===== config.mk =====
export PLATFORM = sky130hd
export DESIGN_NAME = reg_file_param
export DESIGN_NICKNAME = d
export VERILOG_FILES = /design/src/rtl/reg_file_param.sv
export SDC_FILE = /design/constraint.sdc
export NUM_CORES = 2
export LEC_CHECK = 0
export ABC_CLOCK_PERIOD_IN_PS = 4600
export CORE_ASPECT_RATIO = 0.5
export CORE_MARGIN = 5
export CORE_UTILIZATION = 35
export CTS_CLUSTER_SIZE = 25
export DETAILED_ROUTE_END_ITERATION = 7
export GPL_TIMING_DRIVEN = 0
export SYNTH_ARGS = -nofsm -noshare
export SYNTH_HDL_FRONTEND = slang
export SYNTH_SLANG_ARGS = --single-unit

===== constraint.sdc =====
create_clock -name clk -period 4.6 [get_ports clk]
set_clock_uncertainty 0.15 [all_clocks]
set_input_delay 0.92 -clock clk [delete_from_list [all_inputs] [get_ports clk]]
set_output_delay 0.92 -clock clk [all_outputs]
set_load 0.01 [all_outputs]

===== src/rtl/reg_file_param.sv =====
// Parametrised architectural register file: three registered read ports, PC port,
// two write ports with write-first bypass, NZCV flags, and post-reset clear sequencer.
module reg_file_param #(
  parameter int unsigned DATA_W = 32,
  parameter int unsigned ADDR_W = 4,
  parameter int unsigned PC_IDX = 15
) (
  input  logic              clk,
  input  logic              rst,
  input  logic [ADDR_W-1:0] rd_addr1,
  input  logic [ADDR_W-1:0] rd_addr2,
  input  logic [ADDR_W-1:0] rd_addr3,
  output logic [DATA_W-1:0] rd_data1,
  output logic [DATA_W-1:0] rd_data2,
  output logic [DATA_W-1:0] rd_data3,
  output logic [DATA_W-1:0] pc_data,
  input  logic              wr1_en,
  input  logic [ADDR_W-1:0] wr1_addr,
  input  logic [DATA_W-1:0] wr1_data,
  input  logic              wr2_en,
  input  logic [ADDR_W-1:0] wr2_addr,
  input  logic [DATA_W-1:0] wr2_data,
  input  logic [3:0]        flag_en,
  input  logic [3:0]        flag_in,
  output logic              N,
  output logic              Z,
  output logic              C,
  output logic              V,
  output logic              busy
);

  localparam int unsigned       DEPTH    = 2 ** ADDR_W;
  localparam logic [ADDR_W:0]   CLR_LAST = (ADDR_W + 1)'(DEPTH - 1);
  localparam logic [ADDR_W-1:0] PC_ADDR  = ADDR_W'(PC_IDX);

  typedef enum logic {CLEAR, RUN} state_e;

  state_e            state_q, state_d;
  logic [ADDR_W:0]   clr_idx_q, clr_idx_d;
  logic [DATA_W-1:0] mem_q [DEPTH];
  logic [DATA_W-1:0] rd1_q, rd2_q, rd3_q, pc_q;
  logic [DATA_W-1:0] rd1_d, rd2_d, rd3_d, pc_d;
  logic [3:0]        flag_q, flag_d;

  // State register
  always_ff @(posedge clk) begin
    if (rst) begin
      state_q   <= CLEAR;
      clr_idx_q <= '0;
    end else begin
      state_q   <= state_d;
      clr_idx_q <= clr_idx_d;
    end
  end

  // Next-state logic
  always_comb begin
    state_d   = state_q;
    clr_idx_d = clr_idx_q;
    if (state_q == CLEAR) begin
      clr_idx_d = clr_idx_q + 1'b1;
      if (clr_idx_q == CLR_LAST) state_d = RUN;
    end
  end

  // Output logic
  always_comb begin
    busy = (state_q == CLEAR);
  end

  // Port 1 is assigned last so it wins a same-address double write.
  always_ff @(posedge clk) begin
    if (!rst) begin
      if (state_q == CLEAR) begin
        mem_q[clr_idx_q[ADDR_W-1:0]] <= '0;
      end else begin
        if (wr2_en) mem_q[wr2_addr] <= wr2_data;
        if (wr1_en) mem_q[wr1_addr] <= wr1_data;
      end
    end
  end

  function automatic logic [DATA_W-1:0] bypass_rd(input logic [ADDR_W-1:0] a);
    if (wr1_en && (wr1_addr == a))      return wr1_data;
    else if (wr2_en && (wr2_addr == a)) return wr2_data;
    else                                return mem_q[a];
  endfunction

  always_comb begin
    rd1_d  = '0;
    rd2_d  = '0;
    rd3_d  = '0;
    pc_d   = '0;
    flag_d = flag_q;
    if (state_q == RUN) begin
      rd1_d  = bypass_rd(rd_addr1);
      rd2_d  = bypass_rd(rd_addr2);
      rd3_d  = bypass_rd(rd_addr3);
      pc_d   = bypass_rd(PC_ADDR);
      flag_d = (flag_en & flag_in) | (~flag_en & flag_q);
    end
  end

  always_ff @(posedge clk) begin
    if (rst) begin
      rd1_q  <= '0;
      rd2_q  <= '0;
      rd3_q  <= '0;
      pc_q   <= '0;
      flag_q <= '0;
    end else begin
      rd1_q  <= rd1_d;
      rd2_q  <= rd2_d;
      rd3_q  <= rd3_d;
      pc_q   <= pc_d;
      flag_q <= flag_d;
    end
  end

  assign rd_data1 = rd1_q;
  assign rd_data2 = rd2_q;
  assign rd_data3 = rd3_q;
  assign pc_data  = pc_q;
  assign N        = flag_q[3];
  assign Z        = flag_q[2];
  assign C        = flag_q[1];
  assign V        = flag_q[0];

endmodule


# Word-level counts from Yosys, hierarchy flattened
# Memory sizes are Yosys's and may differ from the RTL's. A register that Yosys moved wholly into a read port is not among the register bits.
# Index checks and enable logic that the tools add are counted.
dict set report word_totals {
  regBits 10
  mem_bits_rw 512
  inputBits 96
  memories 1
}
# name depth word_bits read_ports rd_clocked_by_memory_dff wr line
set memory_table {}
lappend memory_table {mem_q 16 32 4 4 2 40} ;# logic [DATA_W-1:0] mem_q [DEPTH];
dict set report classes {
  add_sub_neg 1
  eq_ne 1
  mux 16
  bitwise_logic 5
  reduce_logical 2
}
# cell count
set op_table {}
lappend op_table {{32-bit 2-to-1 mux} 1}
lappend op_table {{32-bit OR reduction} 1}
lappend op_table {{1-bit 2-to-1 mux} 14}
lappend op_table {{4-bit AND} 2}
lappend op_table {{5-bit by 1-bit adder with 5-bit output (second input constant)} 1}
lappend op_table {{5-bit by 4-bit == test with 1-bit output (second input constant)} 1}
lappend op_table {{4-bit 2-to-1 mux} 1}
lappend op_table {{4-bit inverter} 1}
lappend op_table {{4-bit OR} 1}
lappend op_table {{2-bit OR reduction} 1}
lappend op_table {{1-bit inverter} 1}

# Logic depth before layout (Yosys ltp)
dict set report logic_depth {
  ltp_word 6
  ltp_mapped 10
  depth_no_buf 6
}

# Least setup slack after synthesis
# Ideal clock, no wire load.
dict set report synth_timing {
  kind {input -> register}
  start {in rst}
  end {mem mem_q[6][0], enable pin}
  t_arrival_ns 3.852
  required_time_ns 4.017
  setup_slack_ns 0.165
  cell_stages 6
  n_path_buf 3
  cell_sequence {and3b_4 -> buf_6 -> clkbuf_1 -> clkbuf_1 -> mux2_2 -> o22ai_1}
}
# element line
set synth_lines {}
lappend synth_lines {{start, declared} 9} ;# input logic rst,
lappend synth_lines {{end, declared} 40}

==> impl_results.md <==
* Fin crit period at a little under 5000 ps
* Cell taking the most area after synthesis: edfxtp_1
* Critical R2R Capture: mem_q[3][12]
* Worst-Margin Slew at 1621 ps
* GPL Wtd Cong at slightly above 1
* GRT Overall Usage at about a third
* Area of the mapped netlist at just under 40,000 um^2
* H-tree depth at 3
* CTS tree: built
* CP max stage cell: nor2_1
* 1st-pass router iterations at 8
* First-pass GRT wire length at 267,700 um
* Drt drc at 0
* Die footprint at around 120,000 um^2
* Share of post-route cells with drive strength above 1 at around a fifth
* Clk buf depth at 3
* Fin cells at 5,213
* Hpwl dp at roughly 140,000 um
* Failing checks: max-capacitance violations, max-slew violations, negative setup slack
* Setup TNS at -14,050 ps
* CP Cell Sequence: clkdlybuf4s50_1 > nor2b_1 > clkbuf_1 > nand4b_1 > nor2_1 > clkbuf_1 > o21ai_0
* CP Class: in -> reg
* Unique masters post-synth at 43
* Reg2reg setup slack at around 90 ps
* Remaining antenna violation count at 0
* Pwr dens at approximately 300 nW/um^2
* Final WS setup at -245.0 ps
* Row Count at 86
* Status: complete, but fails checks
* DR vias at 36.33k
* Largest net degree at the start of global routing at 24
* Num CTS Buffers at about 70
* Final Cycle Share at 105.3%
* Worst-path fanout max at 10
* Post-DP Area at between 40,000 and 50,000 um^2
* Vias per std cell at 6.969
* Commonest non-fill, non-tap cell in the layout: nand2_1
* Buffers and inverters on the worst path at 3
* Max-capacitance violation count at 2
* Synth Register Bits at 650
* Port Buffers at approximately 190
* # setup viols final at ~130
* Final Max Slew Viols at 11
* CTS root buf: clkbuf_16
* Critical path required time at roughly 4800 ps
* Pwr Total at 14.09 mW
* Worst r2r src: state_q
* VDD IR-drop max at about 0.28 mV
* Synthesis Warnings at 0
* Startpoint Class: input port
* Relative slew margins at -8.089%
* Die Height at 246.9 um
* Initial core utilization at a little over a third
* Crit-path max cell delay at roughly 1100 ps
* Skew-Pair Late Insertion Delay at 690 ps
* Worst path depth at 7
* Worst Setup SP: wr1_en
* Vias in the first global route at around 34k
* CP arrival at about 5100 ps
* Core box area at between 100,000 and 150,000 um^2
* Post-CTS Hold Buffers at 0
* Syn Nets at 3,459
* Nets at 3,750
* Sequential area share after synthesis at a little under half
* Critical path capture point: mem_q[7][30]
* Syn Inst Count at approximately 3.4k
* Post-Place Cells at between 5k and 6k
* Leakage at 15.03 nW
* Ports at 229
* Antenna violations before repair at 5
* Wire length per cell at between 30 and 40 um
* Most used cell, CP: clkbuf_1
* Top delay family on crit path: buffers and inverters
* Synth area leaders: edfxtp_1 39%, mux4_2 22%, dfxtp_1 7.0%
* Final WL at between 150,000 and 200,000 um
* Design area at 46,410 um^2
* Critical Path End Type: flip-flop
* Max Fclk at slightly above 200 MHz
* Clock-pin slew on the worst setup and hold paths at approximately 60 ps
* Hold WC Path Type: reg -> reg
* Most frequent cells in the layout: 655 x nand2_1, 544 x o21ai_0, 512 x edfxtp_1
* Synth top area share at between 30 and 40%
* Endpoints failing hold at 0
* Clock Sinks at 650
* Syn Area/Cell at roughly 12 um^2
* Place WS at -1433 ps
* R2R cell count at 7
* Drt initial violations at roughly 7.6k
* Synth-to-Final Area Change at 18.19%
* Die X at between 400 and 500 um
* GRT Residual Overflow at 0
## logic make-up after synthesis
group	share of synthesized area, %
and+or+nand+nor	8.994
DFF	46.18
adders and majority gates	0.06371
AOI/OAI and AO/OA	17.31
muxes	22.25
xor gates and xnor gates	0.6468
buffers and inverters	4.553
## area by class of cell
type                    count  area (um^2)
fillers                 10330        64310
clock inverters            22        192.7
multi-input cells        2277        19590
repair buffers            221         2625
clock buffers             105         2162
diodes                      9        22.52
well taps                1496         1872
inverters                   3        11.26
plain buffers             430         1799
flip-flops and latches    650        18140
## layer usage
layer	track usage, %	up-vias	routed length (um)
met5	0	-	24
met4	23.15	4	17970
met3	14.36	944	34830
met2	45.17	4007	79570
met1	39.28	17730	67010
li1	-	13640	-
## synthesized netlist by cell type
| library cell | count |
|---|---|
| buf_6 | 10 |
| dfxtp_1 | 138 |
| or4b_1 | 3 |
| mux2i_1 | 1 |
| a221oi_1 | 6 |
| edfxtp_1 | 512 |
| a221oi_2 | 90 |
| clkbuf_1 | 336 |
| mux2_2 | 1 |
| buf_2 | 67 |
| and2_1 | 35 |
| nand4_1 | 2 |
| nand2b_1 | 8 |
| a31oi_1 | 1 |
| o21bai_1 | 4 |
| o21ai_0 | 544 |
| and3_1 | 4 |
| and3b_4 | 1 |
| mux4_2 | 384 |
| mux2i_4 | 3 |
| inv_1 | 2 |
| nor4_1 | 3 |
| xnor2_1 | 14 |
| nor3_1 | 37 |
| nor2_1 | 28 |
| nand4b_1 | 3 |
| nand2_1 | 656 |
| nor2b_1 | 40 |
| clkinv_1 | 1 |
| nand3b_1 | 2 |
| or2_2 | 3 |
| or4_1 | 1 |
| buf_1 | 18 |
| xor2_1 | 15 |
| a22oi_1 | 192 |
| ha_1 | 2 |
| a211oi_1 | 96 |
| o22ai_1 | 11 |
| nor4_4 | 3 |
| a21oi_1 | 74 |
| nand3_1 | 6 |
| o31a_1 | 1 |
| a2bb2oi_1 | 3 |
## flip-flops by register name, summed over array words and instances, names as in the netlist, named ones only
name       flops
mem_q        512
pc_data       32
rd_data1      32
rd_data2      32
rd_data3      32
clr_idx_q      5
state_q        1
## worst min path at each step
stage | start | to | cells after the start
after floorplan | clr_idx_q[4] | clr_idx_q[4] | 2
after global placement | flip-flop | flip-flop | 2
after detailed placement | flip-flop | flip-flop | 2
after CTS | flip-flop | flip-flop | 2
after global routing | flip-flop | flip-flop | 2
final | flip-flop | flip-flop | 2
## worst register-to-register path, delay by kind of cell, from the launching register on
family	cells	cell delay, ps
buffers and inverters	4	1840
AND/OR/NAND/NOR	2	1520
flip-flops	1	360
AO/OA/AOI/OAI	1	300
## stage by stage
stage,hold WS (ps),utilization [%]
finish,309.8,41.92
global route,332.6,41.90
CTS,313.8,41.86
detailed placement,306.1,39.69
global placement,301.9,38.83
floorplan,304.4,-
## report_power, final
group / leakage (nW) / switching, mW / internal [mW]
registers: 6.31 / 0.0342 / 6.31
logic: 7.55 / 1.08 / 0.614
clock network: 1.17 / 2.66 / 3.38
## repair_timing
action | CTS | global route
cloned | 0 | 0
hold endpoints to repair | 0 | 0
setup buffers | 1 | 3
endpoints found under the setup margin | 255 | 82
resized for setup | 12 | 12
pin swaps | 1 | 0
(Power assumes the default switching activity.)
